[src/rtl/param_counter.sv]
// Parameterised up/down counter with enable prescaler, wrap or saturate at the
// boundaries, one-cycle terminal-count pulse and a sticky boundary flag.
module param_counter #(
   parameter int unsigned      WIDTH    = 8,
   parameter logic [WIDTH-1:0] MAX_VAL  = '1,
   parameter int unsigned      PRESCALE = 1,
   parameter bit               SATURATE = 1'b0
) (
   input  logic             clk,
   input  logic             reset,
   input  logic             enable,
   input  logic             up_dn,
   input  logic             clear,
   input  logic             load,
   input  logic [WIDTH-1:0] load_val,
   output logic [WIDTH-1:0] out,
   output logic             tc,
   output logic             ovf
);

   localparam int unsigned   PW       = (PRESCALE > 1) ? $clog2(PRESCALE) : 1;
   localparam logic [PW-1:0] PRE_LAST = PW'(PRESCALE - 1);

   // Elaboration-time parameter range checks
   if (WIDTH < 2 || WIDTH > 32) begin : g_bad_width
      $error("param_counter: WIDTH out of range 2..32");
   end
   if (PRESCALE < 1 || PRESCALE > 256) begin : g_bad_prescale
      $error("param_counter: PRESCALE out of range 1..256");
   end
   if (MAX_VAL == '0) begin : g_bad_max
      $error("param_counter: MAX_VAL must be at least 1");
   end

   logic [WIDTH-1:0] r_out;
   logic [PW-1:0]    r_pre;
   logic             r_tc;
   logic             r_ovf;

   logic [WIDTH-1:0] w_out_nxt;
   logic [PW-1:0]    w_pre_nxt;
   logic             w_tc_nxt;
   logic             w_ovf_nxt;
   logic             w_step;
   logic             w_at_bound;

   assign w_step     = enable && (r_pre == PRE_LAST);
   assign w_at_bound = up_dn ? (r_out == MAX_VAL) : (r_out == '0);

   // Next-state: clear, then load, then prescaled step
   always_comb begin
      w_out_nxt = r_out;
      w_pre_nxt = r_pre;
      w_tc_nxt  = 1'b0;
      w_ovf_nxt = r_ovf;
      if (clear) begin
         w_out_nxt = '0;
         w_pre_nxt = '0;
         w_ovf_nxt = 1'b0;
      end else if (load) begin
         w_out_nxt = (load_val > MAX_VAL) ? MAX_VAL : load_val;
         w_pre_nxt = '0;
      end else if (w_step) begin
         w_pre_nxt = '0;
         if (w_at_bound) begin
            w_tc_nxt  = 1'b1;
            w_ovf_nxt = 1'b1;
            if (!SATURATE) begin
               w_out_nxt = up_dn ? '0 : MAX_VAL;
            end
         end else begin
            w_out_nxt = up_dn ? (r_out + WIDTH'(1)) : (r_out - WIDTH'(1));
         end
      end else if (enable) begin
         w_pre_nxt = r_pre + PW'(1);
      end
   end

   always_ff @(posedge clk) begin
      if (!reset) begin
         r_out <= '0;
         r_pre <= '0;
         r_tc  <= 1'b0;
         r_ovf <= 1'b0;
      end else begin
         r_out <= w_out_nxt;
         r_pre <= w_pre_nxt;
         r_tc  <= w_tc_nxt;
         r_ovf <= w_ovf_nxt;
      end
   end

   assign out = r_out;
   assign tc  = r_tc;
   assign ovf = r_ovf;

endmodule

[config.mk]
export PLATFORM = sky130hd
export DESIGN_NAME = param_counter
export DESIGN_NICKNAME = d
export VERILOG_FILES = /design/src/rtl/param_counter.sv
export SDC_FILE = /design/constraint.sdc
export NUM_CORES = 1
export LEC_CHECK = 0
export BUFFER_PORTS_ARGS = -buffer_cell sky130_fd_sc_hd__buf_2
export CORE_MARGIN = 3
export CORE_UTILIZATION = 54
export DETAILED_ROUTE_END_ITERATION = 6
export GPL_ROUTABILITY_DRIVEN = 0
export PLACE_DENSITY = 0.82
export SYNTH_ARGS = -nofsm -noshare
export SYNTH_HDL_FRONTEND = slang
export SYNTH_SLANG_ARGS = --single-unit
[constraint.sdc]
create_clock -name clk -period 4.4 [get_ports clk]
set_input_delay 0.66 -clock clk [delete_from_list [all_inputs] [get_ports clk]]
set_output_delay 0.66 -clock clk [all_outputs]
set_load 0.02 [all_outputs]
==> out/metrics.cfg, run 1 <==
[grt]
grt_pass1_vias=778
grt_most_used_layer=met2
grt_use_met2_pct=35.4
grt.met3_usage_pct=5.93
use_met1_pct=25.4
grt_first_pass_wirelength_um=3240
grt_use_total_pct=20.7
grt_max_degree=20
grt_overflow=0
antenna_found_initial=0

[worst_hold_path]
hold_path.class=flip-flop to flip-flop

[synthesis]
syn_nets=126
synth_most_common_cell=a21oi_1
synth_top_family_by_area=compound AO/OA/AOI/OAI gates
synth-adder-area-share_pct=11.1
synth_edf_count=0
ys_ff_latch=11
yosysWarningCount=0
async_flop_share_pct=0
avgSynthCellArea_um2=8.19
synth_top_area_share_pct=25.6
synthMuxAreaShare_pct=0
synth_top_cell_by_area=dfxtp_1
synth_area_um2=860
synthCells=105
seq_area_frac_synth_pct=25.6
synthSimpleGateAreaFrac_pct=25.3
synth-xor-area-share_pct=7.13
synth_ff_type=dfxtp_1
synth_commonest_cells=a21oi_1, nor2_1, dfxtp_1, ha_1, nor3_1
synth_cell_types=37
synth_area_leaders=dfxtp_1, ha_1, a21oi_1, nor2_1, xnor2_1
synth_compound_area_share_pct=27.7

[clocking]
clkSlewWorstSetupHoldPaths_ns=0.07
clock_sinks=11
cts_setup_buffers=0
clockBufferDepth=2
insertion_delay_ns=0.27
cts-htree-levels=1
hold_buffers=0
cts_tree=done
cts_resized=0
cts_made_buffers=3
cts_root_buf=clkbuf_4

[route]
via_per_inst=5.99
firstDrtPassIters=4
drc=0
wirelength_um=1940
ant_nets=0
drtIter0Drc=11
wl_per_cell_um=13.6
vias=857

[die]
die_x_um=45.9
start_util_pct=61.4
die_area_mm2=0.00211
core_mm2=0.00140
floorplan.io_pins=24
die_y_um=45.9
rows=13

[timing]
finalClockSkew_ns=0.00349
finalSetupTns_ns=0
timing.fmax_ghz=0.464
finalSetupViolCount=0
worstMarginPinSlew_ns=0.805
period_share_pct=48.9
maxSlewViolCount=0
rsz0062_at_grt=false
relSlewSlack_pct=46.2
finalWorstSetupSlack_ns=2.25
period_needed_ns=2.15
hold_viol=0

[layout]
drive_gt1_share_pct=26.6
register_area_um2=220
antenna_cells=0
num-fill-cells=124
syn2layout_area_growth_pct=16.3
fin_nets=150
multi_input_area_um2=612

[placement]
place_ws_ns=1.98
io_buffers=23
hpwl_um=1540

[run_status]
status=finished, final reports clean

[power]
power_density_mw_per_mm2=270
p_leak_nw=0.454
peakVddDrop_mv=0.264

[setup_path]
arrival_ns=2.30
critPathMaxStageDelay_ns=0.50
required_ns=4.54
end_kind=flip-flop
start_kind=primary input
crit_path_max_fanout=7
crit_type=primary input to flip-flop
crit_slowest_cell=fa_1
crit_chain=buf_2 > inv_1 > fa_1 > a211oi_1 > o21bai_1 > a21oi_1 > xor2_1 > o31ai_1

[job]
cap_viol_max_count=0

## final timing paths
| check | start | to | slack, ns | cells past startpoint |
|---|---|---|---|---|
| worst max-delay path | up_dn | out[6] | 2.25 | 8 |
| worst max register to register | out[0] | out[6] | 2.52 | 6 |
| worst min register to register | ovf | ovf | 0.48 | 2 |
| worst min-delay path | ovf | ovf | 0.48 | 2 |
## area by class of cell
cell class              count  area share (%)
clock buffers               4            2.63
inverters                   2           0.751
multi-input cells          88            61.2
flip-flops and latches     11            22.0
well taps                  15            1.88
repair buffers             23            11.5
## kinds of logic (layout without fill, tap and decap cells)
family,Yosys count,after routing
compound gates,33,33
xor+xnor,7,7
fa+ha+maj,7,7
buf+inv,6,29
flops,11,11
simple gates,41,41
## sequential cells by signal, indices dropped and copies added (netlist names)
signal and cells:
out 8, ovf 1, r_pre 1, tc 1
## metrics by stage
stage / util, % / cell area [um^2] / std cells / hold WS (ns) / total power [W]
after floorplan: - / 860 / 105 / 0.460 / 0.000179
after global placement: 69.6 / 973 / 139 / 0.447 / 0.000199
after CTS: 71.5 / 1000 / 143 / 0.479 / 0.000271
final: 71.5 / 1000 / 143 / 0.477 / 0.000270
after global routing: 71.5 / 1000 / 143 / 0.494 / 0.000286
after detailed placement: 69.6 / 973 / 139 / 0.462 / 0.000202
## power breakdown
part | leakage (nW) | internal (W) | switching [W] | total [W]
combinational | 0.349 | 0.0000365 | 0.0000498 | 0.0000863
sequential | 0.0899 | 0.000105 | 0.00000861 | 0.000114
clock | 0.0150 | 0.0000351 | 0.0000345 | 0.0000696
total | 0.454 | 0.000177 | 0.0000930 | 0.000270
## critical path: cells and delay by family
kind	cells	cell delay (ns)
AO/OA/AOI/OAI	4	0.64
buffers and inverters	2	0.27
XOR/XNOR	1	0.23
adder cells (fa/ha/maj)	1	0.50
## layout by cell type (no fill, tap or decap), types with 2 or more instances in the layout
cell and count:
a21oi_1 14, o21ai_0 3, o31ai_1 2, clkbuf_4 3
a21oi_2 2, nand2b_1 5, nor2b_1 2, o311ai_0 2
dfxtp_1 11, nor2_1 13, nor3_1 6, inv_1 2
a21o_2 2, o211ai_1 2, ha_1 6, xnor2_1 4
xor2_1 3, nand3_1 2, nand2_1 4, buf_2 23
## per-layer routing
layer	vias to the layer above	share of wire, %
met5	-	0
met2	30	46
met4	0	0.72
met3	2	7.3
li1	434	-
met1	391	46
Power figures use the tool's default switching activity.
==> run 2, diff against run 1 <==
- CORE_UTILIZATION: 54 -> 50
- PLACE_DENSITY: 0.82 -> 0.77
- clock period: 4.4 -> 2.05 ns (I/O delays scaled with it)
==> out/metrics.cfg, run 2 (synthesis gave the netlist of run 1 again) <==
[timing]
finalSetupViolCount=0  ; unchanged
maxSlewViolCount=0  ; unchanged
period_share_pct=86.1
hold_slack_ns=0.209  ; was 0.477 ns
finalSetupTns_ns=0  ; unchanged
finalClockSkew_ns=0.00546  ; was 0.00349 ns
period_needed_ns=1.77
worstMarginPinSlew_ns=0.406  ; was 0.805 ns
relSlewSlack_pct=72.6  ; was 46.2%
rsz0062_at_grt=false  ; unchanged
timing.fmax_ghz=0.566
hold_viol=0  ; unchanged

[setup_path]
required_ns=2.27  ; was 4.54 ns
crit_path_max_fanout=6  ; was 7
crit_type=flip-flop to flip-flop  ; was primary input to flip-flop
start_kind=flip-flop  ; was primary input
end_kind=flip-flop  ; unchanged
arrival_ns=1.99  ; was 2.30 ns

[worst_hold_path]
hold_path.class=primary input to flip-flop  ; was flip-flop to flip-flop

[run_status]
status=finished, final reports clean  ; unchanged

[clocking]
cts_tree=done  ; unchanged
cts_setup_buffers=0  ; unchanged
cts_made_buffers=3  ; unchanged
cts-htree-levels=1  ; unchanged
clockBufferDepth=2  ; unchanged
cts_root_buf=clkbuf_4  ; unchanged
clock_sinks=11  ; unchanged
insertion_delay_ns=0.27  ; about the same
clkSlewWorstSetupHoldPaths_ns=0.08  ; was 0.07 ns
hold_buffers=0  ; unchanged
cts_resized=0  ; unchanged

[grt]
grt_first_pass_wirelength_um=3080  ; was 3240 um
grt_overflow=0  ; unchanged
grt_pass1_vias=725  ; was 778
grt_use_total_pct=19.1  ; was 20.7%
antenna_found_initial=0  ; unchanged
grt_max_degree=20  ; unchanged

[layout]
antenna_cells=0  ; unchanged
largest_reg_flops=8  ; unchanged
syn2layout_area_growth_pct=18.2  ; was 16.3%
drive_gt1_share_pct=27.7  ; was 26.6%
layout.cells.most_common=buf_2  ; unchanged
fin_nets=152  ; was 150
final_cell_mix=buf_2, a21oi_1, nor2_1  ; unchanged

[die]
floorplan.io_pins=24  ; unchanged
die_x_um=47.5  ; was 45.9 um
start_util_pct=55.1  ; was 61.4%
die_area_mm2=0.00225  ; was 0.00211 mm^2
core_mm2=0.00156  ; was 0.00140 mm^2
rows=14  ; was 13
die_y_um=47.5  ; was 45.9 um

[route]
ant_nets=0  ; unchanged
wl_per_cell_um=14.2  ; was 13.6 um
via_per_inst=5.99  ; about the same
wirelength_um=2080  ; was 1940 um
drc=0  ; unchanged
vias=875  ; was 857
firstDrtPassIters=4  ; unchanged
drtIter0Drc=11  ; unchanged

[power]
power_density_mw_per_mm2=579  ; was 270 mW/mm^2
peakVddDrop_mv=0.329  ; was 0.264 mV
p_leak_nw=0.464  ; was 0.454 nW

[placement]
hpwl_um=1640  ; was 1540 um
io_buffers=23  ; unchanged

[job]
cap_viol_max_count=0  ; unchanged

run 2: changes by cell type in the layout (fill, tap and decap cells not counted), sizes merged:
cell / delta
buf: +2
run 2: routing by layer:
layer  part of all wire, %  track usage (%)  vias up
met1                    45             24.8      411
met3                   4.6             3.76        2
met2                    50             32.4       26
li1                      -                -      436
met5                     0                0        -
met4                  0.53             4.97        0
run 2: stage by stage:
step / setup WS [ns] / area, um^2 / total power, W / util, % / cells
after CTS: 0.271 / 1020 / 0.000590 / 65.2 / 146
final: 0.285 / 1020 / 0.000589 / 65.2 / 146
after global routing: 0.172 / 1020 / 0.000624 / 65.2 / 146
after global placement: 0.0555 / 990 / 0.000431 / 63.5 / 142
after detailed placement: 0.0431 / 990 / 0.000436 / 63.5 / 142
after floorplan: 0.287 / 860 / 0.000384 / - / 105
run 2: worst paths after layout:
check	from	cells past startpoint	end	slack, ns
setup / recovery	out[1]	6	out[7]	0.28
hold / removal	enable	2	r_pre	0.21
setup reg to reg	out[1]	6	out[7]	0.28
hold reg to reg	r_pre	1	r_pre	0.49
run 2: layout make-up:
class	instances	area, um^2
clock buffer	4	26.3
fill	144	543
inverter	2	7.51
multi-input combinational	88	612
sequential	11	220
tap	16	20.0
timing repair buffer	25	130
run 2: worst max-delay path, stage by stage (launching register included):
cell and delay (ns):
dfxtp_1 0.45, ha_1 0.30, a211oi_2 0.24, o211ai_1 0.15, a2111o_1 0.42, nand2_1 0.06
or2_1 0.09
run 2: power breakdown:
part           leakage, nW  internal [W]  switching [W]
clock network       0.0150     0.0000752      0.0000803
registers           0.0899      0.000225      0.0000181
logic                0.359     0.0000806       0.000109
==> run 3, diff against run 2 <==
- clock period: 2.05 -> 1.8 ns (I/O delays scaled with it)
==> out/metrics.cfg, run 3 (synthesis gave the netlist of run 1 again) <==
[run_status]
status=finished, final reports clean  ; unchanged

[power]
peakVddDrop_mv=0.430  ; was 0.329 mV
p_leak_nw=0.500  ; was 0.464 nW
power_density_mw_per_mm2=636  ; was 579 mW/mm^2
finalPower_w=0.000683  ; was 0.000589 W

[die]
die_x_um=47.5  ; unchanged
die_area_mm2=0.00225  ; unchanged
rows=14  ; unchanged
core_mm2=0.00156  ; unchanged
start_util_pct=55.1  ; unchanged
die_y_um=47.5  ; unchanged
floorplan.io_pins=24  ; unchanged

[layout]
syn2layout_area_growth_pct=25.0  ; was 18.2%
drive_gt1_share_pct=32.8  ; was 27.7%
num-fill-cells=129  ; was 144
fin_nets=159  ; was 152
antenna_cells=0  ; unchanged
finish.instance_area_mm2=0.00107  ; was 0.00102 mm^2
fin_cells=153  ; was 146
layout.cells.most_common=buf_2  ; unchanged
final_cell_mix=buf_2, a21oi_1, nor2_1  ; unchanged
largest_reg_flops=8  ; unchanged

[grt]
grt_overflow=0  ; unchanged
antenna_found_initial=0  ; unchanged
grt_max_degree=20  ; unchanged
grt_first_pass_wirelength_um=3380  ; was 3080 um
grt_pass1_vias=770  ; was 725
grt_use_total_pct=21.1  ; was 19.1%

[timing]
finalSetupViolCount=0  ; unchanged
finalClockSkew_ns=0.00634  ; was 0.00546 ns
period_needed_ns=1.69  ; was 1.77 ns
rsz0062_at_grt=false  ; unchanged
hold_viol=0  ; unchanged
worstMarginPinSlew_ns=0.400  ; was 0.406 ns
maxSlewViolCount=0  ; unchanged
timing.fmax_ghz=0.590  ; was 0.566 GHz
relSlewSlack_pct=73.0  ; was 72.6%
finalWorstSetupSlack_ns=0.107  ; was 0.285 ns
period_share_pct=94.1  ; was 86.1%

[placement]
dpl_cell_area_mm2=0.00104  ; was 990 um^2
dpl.cell_count=149  ; was 142
io_buffers=23  ; unchanged
place_ws_ns=-0.0909  ; was 0.0431 ns
hpwl_um=1690  ; was 1640 um

[setup_path]
r2r.worst_path.cells=6  ; unchanged
crit_path_max_fanout=3  ; was 6
arrival_ns=1.92  ; was 1.99 ns
required_ns=2.02  ; was 2.27 ns
crit_type=flip-flop to flip-flop  ; unchanged
end_kind=flip-flop  ; unchanged
start_kind=flip-flop  ; unchanged

[job]
cap_viol_max_count=0  ; unchanged

[clocking]
clockBufferDepth=2  ; unchanged
insertion_delay_ns=0.27  ; about the same
cts_root_buf=clkbuf_4  ; unchanged
cts_made_buffers=3  ; unchanged
clock_sinks=11  ; unchanged
cts-htree-levels=1  ; unchanged
cts_tree=done  ; unchanged
clkSlewWorstSetupHoldPaths_ns=0.08  ; about the same

[route]
via_per_inst=5.88  ; was 5.99
drc=0  ; unchanged
wl_per_cell_um=14.0  ; was 14.2 um
drtIter0Drc=37  ; was 11
ant_nets=0  ; unchanged
firstDrtPassIters=4  ; unchanged
wirelength_um=2140  ; was 2080 um
vias=900  ; was 875

[worst_hold_path]
hold_path.class=primary input to flip-flop  ; unchanged
hold_depth=2  ; unchanged

## run 3: report_power, final
part           leakage, nW  internal [W]  switching (W)
clock network       0.0150     0.0000858      0.0000884
logic                0.395      0.000105       0.000128
registers           0.0904      0.000257      0.0000189
## run 3: area by class of cell
type | instances | area (um^2) | share of cell area, %
multi-input combinational | 88 | 617 | 57.4
sequential | 11 | 221 | 20.6
timing repair buffer | 32 | 183 | 17.0
clock buffer | 4 | 26.3 | 2.44
tap | 16 | 20.0 | 1.86
inverter | 2 | 7.51 | 0.698
## run 3: worst max-delay path: stages, from the launching register on
cell and delay [ns]:
dfxtp_1 0.40, ha_1 0.28, a211oi_2 0.25, o211ai_1 0.15
a2111o_1 0.43, nand2_1 0.06, or2_1 0.08
## run 3: path summary, 6_finish.rpt
path,from,to,slack (ns)
worst min register to register,r_pre,r_pre,0.49
worst max register to register,out[1],out[7],0.11
worst min-delay path,enable,r_pre,0.16
worst max-delay path,out[1],out[7],0.11
## run 3: per-stage QoR
stage / TNS, ns / utilization, % / hold slack, ns
floorplan: 0 / - / 0.347
global placement: -0.0541 / 66.9 / 0.444
detailed placement: -0.145 / 66.9 / 0.450
CTS: 0 / 68.5 / 0.159
global route: 0 / 68.9 / 0.160
finish: 0 / 68.9 / 0.161
## run 3: repair_timing
action                                  CTS  global route
gates resized for setup                   0             2
hold buffers                              0             0
endpoints found under the setup margin    0             2
buffers inserted                          0             0
## run 3: layer usage
metal  part of all wire (%)  routed length (um)  vias up  GRT usage, %
li1                       -                   -      451             -
met1                     44                 936      408          26.5
met2                     50                1060       37          35.8
met3                    5.3                 113        4          6.77
met4                    1.4                  29        0          3.31
met5                      0                   0        -             0
